$ cat config.mk
export PLATFORM = sky130hd
export DESIGN_NAME = mem_port_arbiter_flat
export DESIGN_NICKNAME = d
export VERILOG_FILES = /design/src/rtl/mem_port_arbiter_if.sv /design/src/rtl/mem_port_arbiter.sv /design/src/flat_wrapper.sv
export SDC_FILE = /design/constraint.sdc
export NUM_CORES = 1
export LEC_CHECK = 0
export CORE_ASPECT_RATIO = 1.1
export CORE_UTILIZATION = 40
export DETAILED_ROUTE_END_ITERATION = 8
export GPL_TIMING_DRIVEN = 0
export PLACE_DENSITY = 0.74
export SETUP_SLACK_MARGIN = 0.2
export SLEW_MARGIN = 30
export SYNTH_ARGS = -nofsm -noshare
export SYNTH_HDL_FRONTEND = slang
export SYNTH_SLANG_ARGS = --single-unit
$ cat constraint.sdc
create_clock -name clk -period 6.9 [get_ports clk]
set_input_delay 0.69 -clock clk [delete_from_list [all_inputs] [get_ports clk]]
set_output_delay 0.69 -clock clk [all_outputs]
set_load 0.02 [all_outputs]
$ cat src/rtl/mem_port_arbiter_if.sv
// Request/response and RAM-side signals of the IF/DM memory port arbiter.
// slave = arbiter side, master = requesters plus RAM.
interface mem_port_arbiter_if #(
   parameter int ADDR_W = 10,
   parameter int DATA_W = 32
);
   logic              if_req;
   logic [ADDR_W-1:0] if_addr;
   logic              if_ready;
   logic              if_resp_valid;
   logic [DATA_W-1:0] if_rdata;

   logic              dm_req;
   logic              dm_we;
   logic [ADDR_W-1:0] dm_addr;
   logic [DATA_W-1:0] dm_wdata;
   logic              dm_ready;
   logic              dm_resp_valid;
   logic [DATA_W-1:0] dm_rdata;

   logic              ram_write_enable;
   logic              ram_read_enable;
   logic [ADDR_W-1:0] ram_addr;
   logic [DATA_W-1:0] ram_write_data;
   logic [DATA_W-1:0] ram_read_data;

   logic              busy;

   modport slave (
      input  if_req, if_addr, dm_req, dm_we, dm_addr, dm_wdata, ram_read_data,
      output if_ready, if_resp_valid, if_rdata,
      output dm_ready, dm_resp_valid, dm_rdata,
      output ram_write_enable, ram_read_enable, ram_addr, ram_write_data,
      output busy
   );

   modport master (
      output if_req, if_addr, dm_req, dm_we, dm_addr, dm_wdata, ram_read_data,
      input  if_ready, if_resp_valid, if_rdata,
      input  dm_ready, dm_resp_valid, dm_rdata,
      input  ram_write_enable, ram_read_enable, ram_addr, ram_write_data,
      input  busy
   );
endinterface

$ cat src/rtl/mem_port_arbiter.sv
// Arbitrates one single-port RAM between instruction fetch and data memory.
// Accept at N, RAM access at N+1, response at N+2; DM has priority bounded by a streak limit.
module mem_port_arbiter #(
   parameter int ADDR_W        = 10,
   parameter int DATA_W        = 32,
   parameter int MAX_DM_STREAK = 4
) (
   input  logic                clk,
   input  logic                rst,
   mem_port_arbiter_if.slave   bus
);

   typedef enum logic [1:0] {IDLE, ACCESS, RESP} state_t;

   state_t            state_q;
   logic              owner_dm_q;
   logic              we_q;
   logic [ADDR_W-1:0] addr_q;
   logic [DATA_W-1:0] wdata_q;
   logic [DATA_W-1:0] if_rdata_q;
   logic [DATA_W-1:0] dm_rdata_q;
   logic [3:0]        streak_q;
   logic [3:0]        streak_d;

   logic can_accept;
   logic streak_full;
   logic dm_win;
   logic if_win;
   logic in_access;
   logic in_resp;

   // Ready is gated by rst so every output is 0 while reset is held.
   always_comb begin
      can_accept  = !rst && (state_q == IDLE || state_q == RESP);
      streak_full = bus.if_req && (streak_q == 4'(MAX_DM_STREAK));
      dm_win      = can_accept && bus.dm_req && !streak_full;
      if_win      = can_accept && bus.if_req && !dm_win;
      streak_d    = (dm_win && bus.if_req) ? streak_q + 4'd1 : 4'd0;
   end

   always_ff @(posedge clk or posedge rst) begin
      if (rst) begin
         state_q    <= IDLE;
         owner_dm_q <= 1'b0;
         we_q       <= 1'b0;
         addr_q     <= '0;
         wdata_q    <= '0;
         if_rdata_q <= '0;
         dm_rdata_q <= '0;
         streak_q   <= 4'd0;
      end else begin
         case (state_q)
            ACCESS: begin
               if (owner_dm_q) begin
                  dm_rdata_q <= we_q ? '0 : bus.ram_read_data;
               end else begin
                  if_rdata_q <= bus.ram_read_data;
               end
               state_q <= RESP;
            end
            default: begin
               if (dm_win || if_win) begin
                  owner_dm_q <= dm_win;
                  we_q       <= dm_win && bus.dm_we;
                  addr_q     <= dm_win ? bus.dm_addr : bus.if_addr;
                  wdata_q    <= dm_win ? bus.dm_wdata : '0;
                  streak_q   <= streak_d;
                  state_q    <= ACCESS;
               end else begin
                  state_q <= IDLE;
               end
            end
         endcase
      end
   end

   assign in_access = (state_q == ACCESS);
   assign in_resp   = (state_q == RESP);

   assign bus.if_ready      = if_win;
   assign bus.dm_ready      = dm_win;
   assign bus.if_resp_valid = in_resp && !owner_dm_q;
   assign bus.dm_resp_valid = in_resp && owner_dm_q;
   assign bus.if_rdata      = if_rdata_q;
   assign bus.dm_rdata      = dm_rdata_q;

   // The RAM only sees the latched access, and only during ACCESS.
   assign bus.ram_read_enable  = in_access && !we_q;
   assign bus.ram_write_enable = in_access && we_q;
   assign bus.ram_addr         = in_access ? addr_q  : '0;
   assign bus.ram_write_data   = in_access ? wdata_q : '0;

   assign bus.busy = (state_q != IDLE);

endmodule

$ cat src/flat_wrapper.sv
// flat-port wrapper written by rule: the top's interface ports become plain ports
module mem_port_arbiter_flat 
#(
   parameter int ADDR_W        = 10,
   parameter int DATA_W        = 32,
   parameter int MAX_DM_STREAK = 4
)
  (clk, rst, bus_if_req, bus_if_addr, bus_dm_req, bus_dm_we, bus_dm_addr, bus_dm_wdata, bus_ram_read_data, bus_if_ready, bus_if_resp_valid, bus_if_rdata, bus_dm_ready, bus_dm_resp_valid, bus_dm_rdata, bus_ram_write_enable, bus_ram_read_enable, bus_ram_addr, bus_ram_write_data, bus_busy);
  mem_port_arbiter_if #(.ADDR_W(ADDR_W), .DATA_W(DATA_W)) bus_i ();
  input  logic clk;
  input  logic rst;
  input wire logic [$bits(bus_i.if_req)-1:0] bus_if_req;
  input wire logic [$bits(bus_i.if_addr)-1:0] bus_if_addr;
  input wire logic [$bits(bus_i.dm_req)-1:0] bus_dm_req;
  input wire logic [$bits(bus_i.dm_we)-1:0] bus_dm_we;
  input wire logic [$bits(bus_i.dm_addr)-1:0] bus_dm_addr;
  input wire logic [$bits(bus_i.dm_wdata)-1:0] bus_dm_wdata;
  input wire logic [$bits(bus_i.ram_read_data)-1:0] bus_ram_read_data;
  output wire logic [$bits(bus_i.if_ready)-1:0] bus_if_ready;
  output wire logic [$bits(bus_i.if_resp_valid)-1:0] bus_if_resp_valid;
  output wire logic [$bits(bus_i.if_rdata)-1:0] bus_if_rdata;
  output wire logic [$bits(bus_i.dm_ready)-1:0] bus_dm_ready;
  output wire logic [$bits(bus_i.dm_resp_valid)-1:0] bus_dm_resp_valid;
  output wire logic [$bits(bus_i.dm_rdata)-1:0] bus_dm_rdata;
  output wire logic [$bits(bus_i.ram_write_enable)-1:0] bus_ram_write_enable;
  output wire logic [$bits(bus_i.ram_read_enable)-1:0] bus_ram_read_enable;
  output wire logic [$bits(bus_i.ram_addr)-1:0] bus_ram_addr;
  output wire logic [$bits(bus_i.ram_write_data)-1:0] bus_ram_write_data;
  output wire logic [$bits(bus_i.busy)-1:0] bus_busy;
  assign bus_i.if_req = bus_if_req;
  assign bus_i.if_addr = bus_if_addr;
  assign bus_i.dm_req = bus_dm_req;
  assign bus_i.dm_we = bus_dm_we;
  assign bus_i.dm_addr = bus_dm_addr;
  assign bus_i.dm_wdata = bus_dm_wdata;
  assign bus_i.ram_read_data = bus_ram_read_data;
  assign bus_if_ready = bus_i.if_ready;
  assign bus_if_resp_valid = bus_i.if_resp_valid;
  assign bus_if_rdata = bus_i.if_rdata;
  assign bus_dm_ready = bus_i.dm_ready;
  assign bus_dm_resp_valid = bus_i.dm_resp_valid;
  assign bus_dm_rdata = bus_i.dm_rdata;
  assign bus_ram_write_enable = bus_i.ram_write_enable;
  assign bus_ram_read_enable = bus_i.ram_read_enable;
  assign bus_ram_addr = bus_i.ram_addr;
  assign bus_ram_write_data = bus_i.ram_write_data;
  assign bus_busy = bus_i.busy;
  mem_port_arbiter #(.ADDR_W(ADDR_W), .DATA_W(DATA_W), .MAX_DM_STREAK(MAX_DM_STREAK)) u_core (.clk(clk), .rst(rst), .bus(bus_i));
endmodule
After elaboration in Yosys (flattened, before gate mapping)
Cells that the tools add are included.

storage, ports and cells
  input port bits = 89
  bits in registers = 114

operators by class
  bitwise logic cells = 2
  eq/ne operators = 3
  muxes and demuxes = 8
  $add $sub $neg = 1
  reductions and logical operators = 24

operators with widths
  operator               count
  $mux W32               3
  $mux W10               2
  $logic_and A1 B1 Y1    12
  $reduce_and A2 Y1      3
  $logic_not A1 Y1       5
  $add A4 B1 Y4 const B  1
  $eq A4 B3 Y1 const B   1
  $mux W4                1
  $eq A2 B1 Y1 const B   1
  $eq A2 B2 Y1 const B   1
  $logic_not A2 Y1       1
  $logic_or A1 B1 Y1     2
  $mux W2                1
  $not A1 Y1             2
  $reduce_bool A2 Y1     1
  $mux W1                1

Logic depth before layout (Yosys ltp)
  word-level depth = 10
  gate-level depth with buffers = 8
  mapped depth without buffers = 6

Least setup slack after synthesis
No wires, ideal clock.

  path kind = input to output
  start point = input rst
  end point = output bus_if_ready
  path buffers = 2
  cell stages on the path = 4
  setup slack = 4.560 ns
  arrival = 1.650 ns
  path through = or3b_1 > buf_6 > buf_2 > nor2_1

between the ends
  word-level cells in the longest chain between the ends = 6
  elaborated cells between the ends (all ways) = 7
  those cells by class = reduce/logical: 7

RTL lines
  what                               RTL line                RTL
  start, declared                    flat_wrapper.sv:11      input logic rst;
  $logic_not A1 Y1 (no line) (*)     n/a
  $logic_and A1 B1 Y1 (*)            mem_port_arbiter.sv:34  can_accept = !rst && (state_q == IDLE || state_q == RESP);
  $logic_and A1 B1 Y1 (2 in series)  mem_port_arbiter.sv:36  dm_win = can_accept && bus.dm_req && !streak_full;
  $logic_not A1 Y1                   mem_port_arbiter.sv:37  if_win = can_accept && bus.if_req && !dm_win;
  $logic_and A1 B1 Y1 (*)            mem_port_arbiter.sv:37
  end, declared                      flat_wrapper.sv:19      output wire logic [$bits(bus_i.if_ready)-1:0] bus_if_ready;

Every way passes the cells marked *; elsewhere a longest branch is shown, timed or not.

Final worst setup path
  start point = input rst
  end point = output bus_dm_ready

between the ends
  word-level cells in the longest chain between the ends = 4

RTL lines
  what                               RTL line                RTL
  $logic_not A1 Y1 (no line)         n/a
  $logic_and A1 B1 Y1                mem_port_arbiter.sv:34
  $logic_and A1 B1 Y1 (2 in series)  mem_port_arbiter.sv:36
  end, declared                      flat_wrapper.sv:22      output wire logic [$bits(bus_i.dm_ready)-1:0] bus_dm_ready;

Every way passes these cells.

==> results.toml <==
[critical_path]
start_kind = "input pin"
ff2ff_setup_slack_ns = 5.12
cp_data_required_time_ns = 6.21
critical_path_class = "input pin to output pin"
r2r_cells = 7
crit_path_max_fanout = 10
cp-end-kind = "output pin"
critPathArrivalTime_ns = 2.94

[die]
die-height_um = 120
ios = 202
die_x_um = 109
core_area_mm2 = 0.0122
rows = 42
die_area_mm2 = 0.0131
initial_core_util = 0.415

[synth]
ys_types = 31
ys_seq_area_frac = 0.564
synth_warnings = 0
synth_seq_cells = 114
syn_avg_cell_area_um2 = 10.3
synth_fp_nets = 581
synthesis.area_mm2 = 0.00506
netlist_instances = 490

[sta]
tightest_slew_ns = 0.527
finalSetupTns_ns = 0
period_needed_ns = 3.63
max_clock_freq_mhz = 276
slew_headroom = 0.647
hold_viol_final = 0
whs_ns = 0.476
setup_viol = 0
min_period_over_period = 0.526
drv_slew = 0
skew_ns = 0.00797
rsz0062_at_grt = "false"

[layout]
antenna_cells = 0
area_growth_pct = 56.0
n_fill_cell = 995
register_area_mm2 = 0.00285
drive_gt1_frac = 0.115
final_area_mm2 = 0.00789
nNetsFinal = 802
multi_input_area_mm2 = 0.00200

[pwr]
vdd_drop_max_mv = 0.204
power_w = 0.00283
leakage_nw = 3.40
p_per_area_mw_per_mm2 = 358

[clock_network]
cts_setup_buffers = 0
cts.reportedPaths.clkPinSlew_ns = 0.05
cts.sinks = 114
root_buffer = "clkbuf_16"
numCtsBuffers = 17
clkLatencyLatePin_ns = 0.40
cts_resized = 0
hold_buffers = 0
cts_buffer_depth = 2
cts_tree = "yes"
htreeDepth = 4

[flow_run]
maxCapViolCount = 0

[drt]
drt-pass1-iter-count = 5
dr.first_iter.drc_count = 203
wl_per_cell_um = 16.4
vias = 4385
drc = 0
drtAntennaViolNets = 0
totalWireLength_um = 14400
viasPerCell = 5.00

[global_routing]
grt_overflow = 0
track_usage = 0.227
grt_pass1_wl_um = 22900
grt_pass1_vias = 4434
grt_max_degree = 76
grt_antenna_before_repair = 0

[min_path]
hold_class = "flip-flop to flip-flop"
whs_path_depth = 2

[place]
dp_hpwl_um = 10500
placed_area_mm2 = 0.00730
portBuffers = 201
routabilityCongestion = 0.790

[status]
outcome = "completed"
-- synth_stat cells --
cell      instances  area (µm²)
a21oi_1           1        5.00
a22o_1            1        8.76
a32o_1            1        10.0
and2_1           43         269
and3b_1           1        8.76
buf_1             1        3.75
buf_2             9        45.0
buf_4             3        22.5
buf_6             3        33.8
clkbuf_1         19        71.3
clkbuf_2          2        10.0
dfrtp_1         114        2850
ha_1              2        25.0
inv_1             6        22.5
mux2_2           32         360
mux2i_1          10         100
nand2_1          68         255
nand2b_1         35         219
nand3_1          45         225
nand3b_1          2        15.0
nand4_1           2        12.5
nand4b_1          2        17.5
nor2_1            3        11.3
nor2b_1           3        18.8
nor3b_1           1        7.51
nor3b_2           2        25.0
o21ai_0          72         360
o21ai_1           4        20.0
o31ai_1           1        7.51
or2_2             1        6.26
or3b_1            1        8.76
-- routing by layer --
metal / GRT usage / wire length (µm)
met1: 0.281 / 5950
met2: 0.377 / 7100
met3: 0.0820 / 1260
met4: 0.0467 / 91
met5: 0 / 0
-- placed cells by master, fill, tap and decap left out, drive strengths merged --
cell and count:
a32o 1, nand3b 2, nand4b 2, clkbuf 42, inv 6, mux2i 10
clkinvlp 2, clkinv 5, dfrtp 114, nor3b 3, clkdlybuf4s50 201, ha 2
buf 17, nand4 2, and3b 1, nand3 45, nand2b 35, nor2 3
o31ai 1, bufinv 3, a22o 1, or3b 1, a21oi 1, and2 43
or2 1, nand2 68, o21ai 76, nor2b 3, mux2 32
-- flip-flops by register name, indices dropped and copies added (netlist names) --
name / cells
u_core.we_q: 1
u_core.owner_dm_q: 1
u_core.bus.if_rdata: 32
u_core.addr_q: 10
u_core.streak_q: 4
u_core.wdata_q: 32
u_core.bus.dm_rdata: 32
u_core.state_q: 2
-- layout make-up --
| type | count | area share |
|---|---|---|
| buffer | 37 | 0.0236 |
| clock buffer | 21 | 0.0583 |
| clock inverter | 10 | 0.0170 |
| inverter | 6 | 0.00380 |
| multi-input combinational | 333 | 0.253 |
| sequential | 114 | 0.361 |
| tap | 154 | 0.0244 |
| timing repair buffer | 202 | 0.258 |
-- logic make-up after synthesis --
| kind of cell | count (synthesis) | share of synthesized area |
|---|---|---|
| and+or+nand+nor | 209 | 0.217 |
| DFF | 114 | 0.564 |
| AOI/OAI and AO/OA | 80 | 0.0814 |
| muxes | 42 | 0.0910 |
| adders and majority gates | 2 | 0.00495 |
| buffers and inverters | 43 | 0.0413 |
-- through the flow --
| step | worst slack (ns) | cells | util |
|---|---|---|---|
| floorplan | 3.19 | 490 | - |
| detailed placement | 3.27 | 846 | 0.599 |
| CTS | 3.25 | 877 | 0.647 |
| global route | 3.10 | 877 | 0.647 |
| finish | 3.27 | 877 | 0.647 |
| global placement | 1.45 | 845 | 0.596 |
-- final timing paths --
check / start / end
setup reg to reg: u_core.streak_q[0] / u_core.streak_q[1]
hold reg to reg: u_core.bus.dm_rdata[21] / u_core.bus.dm_rdata[21]
max in group asynchronous: rst / u_core.bus.if_rdata[26]
hold / removal: u_core.bus.dm_rdata[21] / u_core.bus.dm_rdata[21]
setup / recovery: rst / bus_dm_ready
min in group asynchronous: rst / u_core.wdata_q[15]
-- critical path, cell delays in order --
cell             delay, ns
clkdlybuf4s50_1       0.56
nor3b_2               0.36
nand2_1               0.12
inv_1                 0.08
buf_2                 0.23
buf_2                 0.26
clkdlybuf4s50_1       0.64
-- report_power, final --
| group | internal, W | total [W] | switching (W) |
|---|---|---|---|
| clock network | 0.000583 | 0.000878 | 0.000295 |
| registers | 0.000872 | 0.000985 | 0.000113 |
| logic | 0.000489 | 0.000964 | 0.000475 |
| total | 0.00194 | 0.00283 | 0.000883 |
No activity file was read; power rests on OpenSTA's default activity.
